`src/rtl/tx_stream_if.sv`:
```
`default_nettype none
// ============================================================================
// tx_stream_if : 16-bit valid/ready word stream toward the radio/MAC
// Revision 1.0
// ============================================================================
interface tx_stream_if;
  logic [15:0] out_data;
  logic        out_valid;
  logic        out_ready;
  logic        out_last;

  modport master (output out_data, output out_valid, output out_last, input out_ready);
  modport slave  (input out_data, input out_valid, input out_last, output out_ready);
endinterface
`default_nettype wire

```
`src/rtl/tx_pkt_builder.sv`:
```
`default_nettype none
// ============================================================================
// tx_pkt_builder : EER-RL transmit packet assembler with two's-complement checksum
// Revision 1.0
// ============================================================================
module tx_pkt_builder #(
  parameter int unsigned STALL_LIMIT = 255
) (
  input  logic        clk,
  input  logic        nrst,
  input  logic        tx_req_i,
  input  logic [2:0]  tx_type_i,
  input  logic [15:0] my_node_id_i,
  input  logic [15:0] hops_from_sink_i,
  input  logic [15:0] my_q_value_i,
  input  logic [15:0] energy_i,
  input  logic [15:0] ch_id_i,
  input  logic [15:0] e_max_i,
  input  logic [15:0] e_min_i,
  input  logic [15:0] member_id_i,
  input  logic [15:0] timeslot_i,
  input  logic [15:0] data_in_i,
  tx_stream_if.master tx_o,
  output logic        tx_busy_o,
  output logic        tx_done_o,
  output logic        tx_err_o
);

  localparam logic [2:0]  C_TYPE_HB     = 3'd0;
  localparam logic [2:0]  C_TYPE_CH_ANN = 3'd1;
  localparam logic [2:0]  C_TYPE_JOIN   = 3'd2;
  localparam logic [2:0]  C_TYPE_DATA   = 3'd3;
  localparam logic [2:0]  C_TYPE_TSLOT  = 3'd4;
  localparam logic [15:0] C_STALL_MAX   = 16'(STALL_LIMIT - 1);

  typedef enum logic [1:0] {S_IDLE = 2'd0, S_SEND = 2'd1, S_CSUM = 2'd2} state_t;

  state_t      state_q, state_d;
  logic [2:0]  type_q;
  logic [2:0]  idx_q, idx_d;
  logic [15:0] sum_q, sum_d;
  logic [15:0] stall_q, stall_d;
  logic        done_q, done_d;
  logic        err_q, err_d;
  logic        accept;

  logic [15:0] id_q, hops_q, qv_q, energy_q, ch_id_q;
  logic [15:0] e_max_q, e_min_q, member_q, tslot_q, data_q;

  logic [15:0] hops_tx;
  logic [15:0] body_word;
  logic [15:0] header_word;
  logic [15:0] cur_word;
  logic [7:0]  word_count;
  logic [2:0]  last_idx;
  logic        handshake;

  // Body word selection; index 0 is the header, 1..word_count-2 are body words.
  always_comb begin
    hops_tx    = (hops_q == 16'hFFFF) ? 16'hFFFF : hops_q + 16'd1;
    body_word  = id_q;
    word_count = 8'd6;
    case (type_q)
      C_TYPE_HB: begin
        case (idx_q)
          3'd2:    body_word = hops_tx;
          3'd3:    body_word = qv_q;
          3'd4:    body_word = energy_q;
          default: body_word = id_q;
        endcase
      end
      C_TYPE_CH_ANN: begin
        case (idx_q)
          3'd2:    body_word = ch_id_q;
          3'd3:    body_word = e_max_q;
          3'd4:    body_word = e_min_q;
          default: body_word = id_q;
        endcase
      end
      C_TYPE_JOIN: begin
        word_count = 8'd5;
        case (idx_q)
          3'd2:    body_word = ch_id_q;
          3'd3:    body_word = qv_q;
          default: body_word = id_q;
        endcase
      end
      C_TYPE_DATA: begin
        case (idx_q)
          3'd2:    body_word = ch_id_q;
          3'd3:    body_word = hops_q;
          3'd4:    body_word = data_q;
          default: body_word = id_q;
        endcase
      end
      C_TYPE_TSLOT: begin
        word_count = 8'd5;
        case (idx_q)
          3'd2:    body_word = member_q;
          3'd3:    body_word = tslot_q;
          default: body_word = id_q;
        endcase
      end
      default: body_word = id_q;
    endcase
    header_word = {type_q, 5'b00000, word_count};
    last_idx    = word_count[2:0] - 3'd2;

    cur_word = 16'd0;
    if (state_q == S_SEND) begin
      cur_word = (idx_q == 3'd0) ? header_word : body_word;
    end else if (state_q == S_CSUM) begin
      cur_word = 16'd0 - sum_q;
    end
  end

  assign tx_o.out_data  = cur_word;
  assign tx_o.out_valid = (state_q != S_IDLE);
  assign tx_o.out_last  = (state_q == S_CSUM);
  assign handshake      = (state_q != S_IDLE) && tx_o.out_ready;
  assign tx_busy_o      = (state_q != S_IDLE);
  assign tx_done_o      = done_q;
  assign tx_err_o       = err_q;

  always_comb begin
    state_d = state_q;
    idx_d   = idx_q;
    sum_d   = sum_q;
    stall_d = stall_q;
    done_d  = 1'b0;
    err_d   = 1'b0;
    accept  = 1'b0;
    case (state_q)
      S_IDLE: begin
        if (tx_req_i) begin
          if (tx_type_i <= C_TYPE_TSLOT) begin
            accept  = 1'b1;
            state_d = S_SEND;
            idx_d   = 3'd0;
            sum_d   = 16'd0;
            stall_d = 16'd0;
          end else begin
            err_d = 1'b1;
          end
        end
      end
      S_SEND, S_CSUM: begin
        if (handshake) begin
          stall_d = 16'd0;
          sum_d   = sum_q + cur_word;
          if (state_q == S_CSUM) begin
            state_d = S_IDLE;
            done_d  = 1'b1;
          end else begin
            idx_d = idx_q + 3'd1;
            if (idx_q == last_idx) begin
              state_d = S_CSUM;
            end
          end
        end else if (stall_q == C_STALL_MAX) begin
          // This stalled cycle is the STALL_LIMIT-th in a row: abandon the packet.
          state_d = S_IDLE;
          stall_d = 16'd0;
          err_d   = 1'b1;
        end else begin
          stall_d = stall_q + 16'd1;
        end
      end
      default: state_d = S_IDLE;
    endcase
  end

  always_ff @(posedge clk) begin
    if (!nrst) begin
      state_q <= S_IDLE;
      idx_q   <= 3'd0;
      sum_q   <= 16'd0;
      stall_q <= 16'd0;
      done_q  <= 1'b0;
      err_q   <= 1'b0;
    end else begin
      state_q <= state_d;
      idx_q   <= idx_d;
      sum_q   <= sum_d;
      stall_q <= stall_d;
      done_q  <= done_d;
      err_q   <= err_d;
    end
  end

  always_ff @(posedge clk) begin
    if (!nrst) begin
      type_q   <= 3'd0;
      id_q     <= 16'd0;
      hops_q   <= 16'd0;
      qv_q     <= 16'd0;
      energy_q <= 16'd0;
      ch_id_q  <= 16'd0;
      e_max_q  <= 16'd0;
      e_min_q  <= 16'd0;
      member_q <= 16'd0;
      tslot_q  <= 16'd0;
      data_q   <= 16'd0;
    end else if (accept) begin
      type_q   <= tx_type_i;
      id_q     <= my_node_id_i;
      hops_q   <= hops_from_sink_i;
      qv_q     <= my_q_value_i;
      energy_q <= energy_i;
      ch_id_q  <= ch_id_i;
      e_max_q  <= e_max_i;
      e_min_q  <= e_min_i;
      member_q <= member_id_i;
      tslot_q  <= timeslot_i;
      data_q   <= data_in_i;
    end
  end

endmodule
`default_nettype wire

```
`src/flat_wrapper.sv`:
```
// flat-port wrapper written by rule: the top's interface ports become plain ports
module tx_pkt_builder_flat 
#(
  parameter int unsigned STALL_LIMIT = 255
)
  (clk, nrst, tx_req_i, tx_type_i, my_node_id_i, hops_from_sink_i, my_q_value_i, energy_i, ch_id_i, e_max_i, e_min_i, member_id_i, timeslot_i, data_in_i, tx_busy_o, tx_done_o, tx_err_o, tx_o_out_data, tx_o_out_valid, tx_o_out_last, tx_o_out_ready);
  tx_stream_if tx_o_i ();
  input  logic clk;
  input  logic nrst;
  input  logic tx_req_i;
  input  logic [2:0] tx_type_i;
  input  logic [15:0] my_node_id_i;
  input  logic [15:0] hops_from_sink_i;
  input  logic [15:0] my_q_value_i;
  input  logic [15:0] energy_i;
  input  logic [15:0] ch_id_i;
  input  logic [15:0] e_max_i;
  input  logic [15:0] e_min_i;
  input  logic [15:0] member_id_i;
  input  logic [15:0] timeslot_i;
  input  logic [15:0] data_in_i;
  output logic tx_busy_o;
  output logic tx_done_o;
  output logic tx_err_o;
  output wire logic [$bits(tx_o_i.out_data)-1:0] tx_o_out_data;
  output wire logic [$bits(tx_o_i.out_valid)-1:0] tx_o_out_valid;
  output wire logic [$bits(tx_o_i.out_last)-1:0] tx_o_out_last;
  input wire logic [$bits(tx_o_i.out_ready)-1:0] tx_o_out_ready;
  assign tx_o_out_data = tx_o_i.out_data;
  assign tx_o_out_valid = tx_o_i.out_valid;
  assign tx_o_out_last = tx_o_i.out_last;
  assign tx_o_i.out_ready = tx_o_out_ready;
  tx_pkt_builder #(.STALL_LIMIT(STALL_LIMIT)) u_core (.clk(clk), .nrst(nrst), .tx_req_i(tx_req_i), .tx_type_i(tx_type_i), .my_node_id_i(my_node_id_i), .hops_from_sink_i(hops_from_sink_i), .my_q_value_i(my_q_value_i), .energy_i(energy_i), .ch_id_i(ch_id_i), .e_max_i(e_max_i), .e_min_i(e_min_i), .member_id_i(member_id_i), .timeslot_i(timeslot_i), .data_in_i(data_in_i), .tx_o(tx_o_i), .tx_busy_o(tx_busy_o), .tx_done_o(tx_done_o), .tx_err_o(tx_err_o));
endmodule
```
`config.mk`:
```
export PLATFORM = sky130hd
export DESIGN_NAME = tx_pkt_builder_flat
export DESIGN_NICKNAME = d
export VERILOG_FILES = /design/src/rtl/tx_stream_if.sv /design/src/rtl/tx_pkt_builder.sv /design/src/flat_wrapper.sv
export SDC_FILE = /design/constraint.sdc
export NUM_CORES = 1
export LEC_CHECK = 0
export CAP_MARGIN = 20
export CORE_UTILIZATION = 34
export DETAILED_ROUTE_END_ITERATION = 10
export PLACE_DENSITY = 0.65
export REMOVE_ABC_BUFFERS = 1
export SLEW_MARGIN = 20
export SYNTH_ARGS = -nofsm -noshare
export SYNTH_HDL_FRONTEND = slang
export SYNTH_SLANG_ARGS = --single-unit
```
`constraint.sdc`:
```
create_clock -name clk -period 13.43 [get_ports clk]
set_input_delay 2.0145 -clock clk [delete_from_list [all_inputs] [get_ports clk]]
set_output_delay 2.0145 -clock clk [all_outputs]
set_load 0.005 [all_outputs]
```
==> Yosys cells after proc, flatten, opt, wreduce, memory -nomap -nowiden <==
Index checks and enable logic that the tools add are counted.
{ "classes": {"addsub": 6, "n_lt_le_gt_ge": 1, "n_eq_ne": 18, "muxes": 39, "reduce_logical": 13} }
{ "op_table": {"columns": ["op", "count"], "rows": [
  ["$mux W16", 9],
  ["$pmux W16 S3", 3],
  ["$pmux W16 S2", 4],
  ["$pmux W16 S5", 1],
  ["$add A16 B1 Y16 const B", 2],
  ["$add A16 B16 Y16", 1],
  ["$eq A16 B16 Y1 const B", 1],
  ["$eq A16 B8 Y1 const B", 1],
  ["$sub A1 B16 Y16 const A", 1],
  ["$mux W2", 7],
  ["$eq A3 B2 Y1 const B", 4],
  ["$mux W3", 4],
  ["$mux W1", 8],
  ["$reduce_and A4 Y1", 2],
  ["$eq A3 B3 Y1 const B", 2],
  ["$logic_not A3 Y1", 2],
  ["$pmux W3 S2", 1],
  ["$reduce_and A3 Y1", 2],
  ["$reduce_and A5 Y1", 1],
  ["$ne A2 B1 Y1 const B", 2],
  ["$ne A2 B2 Y1 const B", 2],
  ["$ne A4 B4 Y1 const B", 1],
  ["$pmux W2 S2", 1],
  ["$reduce_bool A2 Y1", 2],
  ["12 further kinds", 13]
]} }
{ "word_totals": {"regBits": 202, "inputBits": 167, "output_inout_bits": 21} }

==> Logic depth before layout (Yosys ltp) <==
{ "depth": {"word_depth": 9, "mapped_depth": 23} }

==> Worst setup path after synthesis <==
OpenSTA, ideal clock, no wires.
{ "synth_path": {"path_kind": "register -> register", "startpoint": "register u_core.idx_q[1]", "endpoint": "register u_core.sum_q[12]", "setup_ns": 0.075, "t_arrival_ns": 4.501, "setup_slack_ns": 8.854, "path_stages_with_launch": 22, "path_buffers": 4, "synth_period_minus_slack_ns": 4.576, "cell_sequence": "dfxtp_1 ha_1 ha_1 clkbuf_1 clkbuf_1 buf_2 buf_1 nor2_1 o22ai_1 o221ai_1 a221oi_1 o22ai_1 ha_1 inv_1 fa_1 o21ai_0 a31o_2 a2111oi_0 nor2_1 a2111oi_0 a31oi_1 o21ai_0"} }
{ "synth_via": {"elab_chain_cells": 8, "elab_cells_between_ends": 15, "classes_between": "1 x add/sub; 3 x eq/ne; 10 x mux; 1 x reduce/logical"} }
{ "synth_lines": {"columns": ["item", "line_no", "source"], "rows": [
  ["start, declared", "tx_pkt_builder.sv:40", "logic [2:0] idx_q, idx_d;"],
  ["start signal, assigned", "tx_pkt_builder.sv:183", "idx_q <= idx_d;"],
  ["$eq A3 B3 Y1 or $eq A3 B2 Y1 (tied branches)", null, null],
  ["$pmux W16 S3, or another cell as far along", "tx_pkt_builder.sv:89", "case (idx_q)"],
  ["$pmux W16 S5", "tx_pkt_builder.sv:63", "case (type_q)"],
  ["$mux W16 (*)", "tx_pkt_builder.sv:111", "cur_word = (idx_q == 3'd0) ? header_word : body_word;"],
  ["$mux W16 (*)", "tx_pkt_builder.sv:110", "if (state_q == S_SEND) begin"],
  ["via tx_o_out_data[0]", "flat_wrapper.sv:25", "output wire logic [$bits(tx_o_i.out_data)-1:0] tx_o_out_data;"],
  ["$add A16 B16 Y16 (*)", "tx_pkt_builder.sv:150", "sum_d = sum_q + cur_word;"],
  ["$mux W16 (*)", "tx_pkt_builder.sv:148", "if (handshake) begin"],
  ["$pmux W16 S2 (*)", "tx_pkt_builder.sv:133", "case (state_q)"],
  ["end signal, assigned", "tx_pkt_builder.sv:184", "sum_q <= sum_d;"],
  ["end, declared", "tx_pkt_builder.sv:41", "logic [15:0] sum_q, sum_d;"]
]} }
The timed path passes the listed nets; every way through them passes the cells marked *. The select of a mux whose other input is x is not followed.
A chain may end at the register's enable or synchronous reset.

==> Worst setup path in the final report <==
{ "layout_path": {"startpoint": "register u_core.idx_q[1]", "endpoint": "output tx_o_out_data[9]"} }
{ "layout_via": {"elab_chain_cells": 5, "elab_cells_between_ends": 12, "classes_between": "3 x eq/ne; 8 x mux; 1 x reduce/logical"} }
{ "layout_lines": {"columns": ["item", "line_no"], "rows": [
  ["$eq A3 B3 Y1 or $eq A3 B2 Y1 (tied branches)", null],
  ["$pmux W16 S3, or another cell as far along", "tx_pkt_builder.sv:89"],
  ["$pmux W16 S5", "tx_pkt_builder.sv:63"],
  ["$mux W16 (*)", "tx_pkt_builder.sv:111"],
  ["$mux W16 (*)", "tx_pkt_builder.sv:110"],
  ["end, declared", "flat_wrapper.sv:25"]
]} }
Every way passes the cells marked *; elsewhere a longest branch is shown, timed or not.

==> results.cfg <==
[outcome]
run_status = finished clean

[worst_setup_path]
critPathKind = reg2out
crit_family = buffers and inverters
max_stage_delay_ps = 650
cp-start-kind = flop
cp.buffers_inverters = 2
slowest_stage = buf_4
required_ps = 11420
end_kind = output port
cp_cell_sequence = ha_1, ha_2, buf_4, a32oi_1, mux2_2, a31oi_1, a211oi_1, nor2_1, a2bb2oi_1, o221ai_1, o21ai_0, clkdlybuf4s50_1
cp_max_fo = 80
critPathArrivalTime_ps = 3960

[synth]
yosys_warnings = 0
synth_top_area_share_pct = 36.6
avgSynthCellArea_um2 = 7.71
synthTopCellsByArea = dfxtp_1 (37%), nand2_1 (13%), a21boi_0 (11%)
synth_edf_count = 0
synthTopCellsByCount = nand2_1 (383), dfxtp_1 (202), a21boi_0 (163)
synthArstFlopShare_pct = 0
synth_area_um2 = 11100
seq_area_frac_synth_pct = 36.6
synthFlopType = dfxtp_1
syn_inst = 1433
synth_cell_types = 73
yosys.area.top_type = dfxtp_1
synth_seq_cells = 202
synth_most_common_cell = nand2_1

[timing]
max_freq_ghz = 0.167
timing.final.hold_violations = 0
slew-limit-headroom_pct = 30.4
period_minus_slack_ps = 5970
fin_crit_sh_pct = 44.5
fin_skew_ps = 14.1
drv_slew = 0
rsz0062_at_grt = false
finalSetupTns_ps = 0
tightestPinTransition_ps = 1040
setup_viol = 0

[cts]
numCtsBuffers = 23
clk_latency_ps = 520
post-cts-setup-buffers = 0
cts_tree = yes
clkSlewWorstSetupHoldPaths_ps = 60
clock_path_buffers = 3
cts.htree.levels = 1
clkSinkCount = 202
clockRootBuffer = clkbuf_16
ctsResizeCount = 0
ctsHoldBuffers = 0

[global_routing]
grt_pass1_vias = 10400
grt.overflow.total = 0
grt_pass1_wl_mm = 55.4
track_usage_pct = 21.0
antenna_found_initial = 0
grt_max_degree = 119

[detailed_routing]
topRoutingLayerUsed = met4
routed-wl-met3_mm = 2.05
dr.pass1.iters = 5
vias_per_cell = 5.33
wl_met2_mm = 15.8
drt_iter0_drc = 838
drtAntennaViolNets = 0
wl_met1_mm = 16.2
wire_per_inst_um = 17.7
drt-total-wl_mm = 35.5
route.vias.total = 10700
route.detailed.drc = 0

[finish]
final_cells = 2005
fillCellCount = 3167
drive_gt1_share_pct = 5.03
area_growth_pct = 26.6
diodes = 0
nNetsFinal = 1751

[worst_hold_path]
hold_class = reg2reg

[power]
leakage_uw = 0.00494
vdd_drop_max_v = 0.0000775
finalPower_uw = 1650
p_per_area_nw_per_um2 = 118

[die]
die_w_um = 182
row_count = 65
core_um2 = 31800
num_io_pins = 188
die_y_um = 182
start_util_pct = 34.8
die_area_um2 = 33200

[place]
portBuffers = 187
dpl.hpwl_mm = 25.5
place_congestion = 0.908
post-place-cells = 1963

[flow_run]
maxCapViolCount = 0
## final timing paths
check               startpoint                 to  slack, ps  cells past startpoint
max reg2reg    u_core.idx_q[0]   u_core.sum_q[12]       7920                     21
min reg2reg  u_core.tslot_q[3]  u_core.tslot_q[3]        470                      2
min          u_core.tslot_q[3]  u_core.tslot_q[3]        470                      2
max            u_core.idx_q[1]   tx_o_out_data[9]       7460                     12
## per-stage QoR
step / utilization [%] / setup WS (ps) / hold slack [ps] / area [µm²]
global route: 44.0 / 7210 / 484 / 14000
global placement: 41.5 / 8080 / 453 / 13200
finish: 44.0 / 7460 / 467 / 14000
floorplan: - / 5380 / 443 / 10700
detailed placement: 41.5 / 8000 / 462 / 13200
CTS: 44.0 / 7450 / 470 / 14000
## area by class of cell
class                           instances  area (µm²)  share of cell area [%]
Clock inverter                          9         105                   0.751
Inverter                               23        86.3                   0.617
Sequential cell                       202        4040                    28.9
Clock buffer                           33         693                    4.96
Multi-Input combinational cell       1104        6560                    46.9
Tap cell                              435         544                    3.89
Timing Repair Buffer                  199        1960                    14.0
## layer usage
metal  track usage [%]  up-vias
li1                  -     5286
met1              28.4     4951
met5                 0        -
met2              33.6      370
met4              8.61        0
met3              2.79       86
## report_power, final
group          leakage, µW  internal, µW  total [µW]  switching, µW
Combinational      0.00289           128         303            175
Clock             0.000396           397         656            259
Sequential         0.00165           645         692           46.5
## cell families after synthesis
kind of cell    Yosys count  synth area share, %
fa+ha+maj                31                 3.58
compound gates          447                 28.9
simple gates            575                 22.4
buf+inv                 127                 4.39
xor+xnor                 45                 3.57
flops                   202                 36.6
mux                       6                0.566
## worst register-to-register path, delay by kind of cell (launching register included)
| kind | cells | cell delay (ps) |
|---|---|---|
| flops | 1 | 350 |
| fa+ha+maj | 3 | 690 |
| simple gates | 3 | 420 |
| compound gates | 11 | 3110 |
| buf+inv | 4 | 880 |
## layout by cell type, fill, tap and decap left out, types with 7 or more instances in the layout
cell               n
nand2_1          383
dfxtp_1          202
clkdlybuf4s50_1  186
a21boi_0         163
nor2_1            77
o21ai_0           59
a21oi_1           51
a221oi_1          41
ha_1              29
xor2_1            27
nand3_1           24
a22oi_1           24
inv_1             23
clkbuf_16         23
xnor2_1           18
a221o_1           16
a211oi_1          14
nor2b_1           14
buf_4             13
nor3_1            11
o211ai_1          10
o22ai_1           10
a31oi_1            9
nand2b_1           8
nor4_1             8
nand4_1            8
clkbuf_8           8
and2_1             7
No activity file was read; power rests on OpenSTA's default activity.
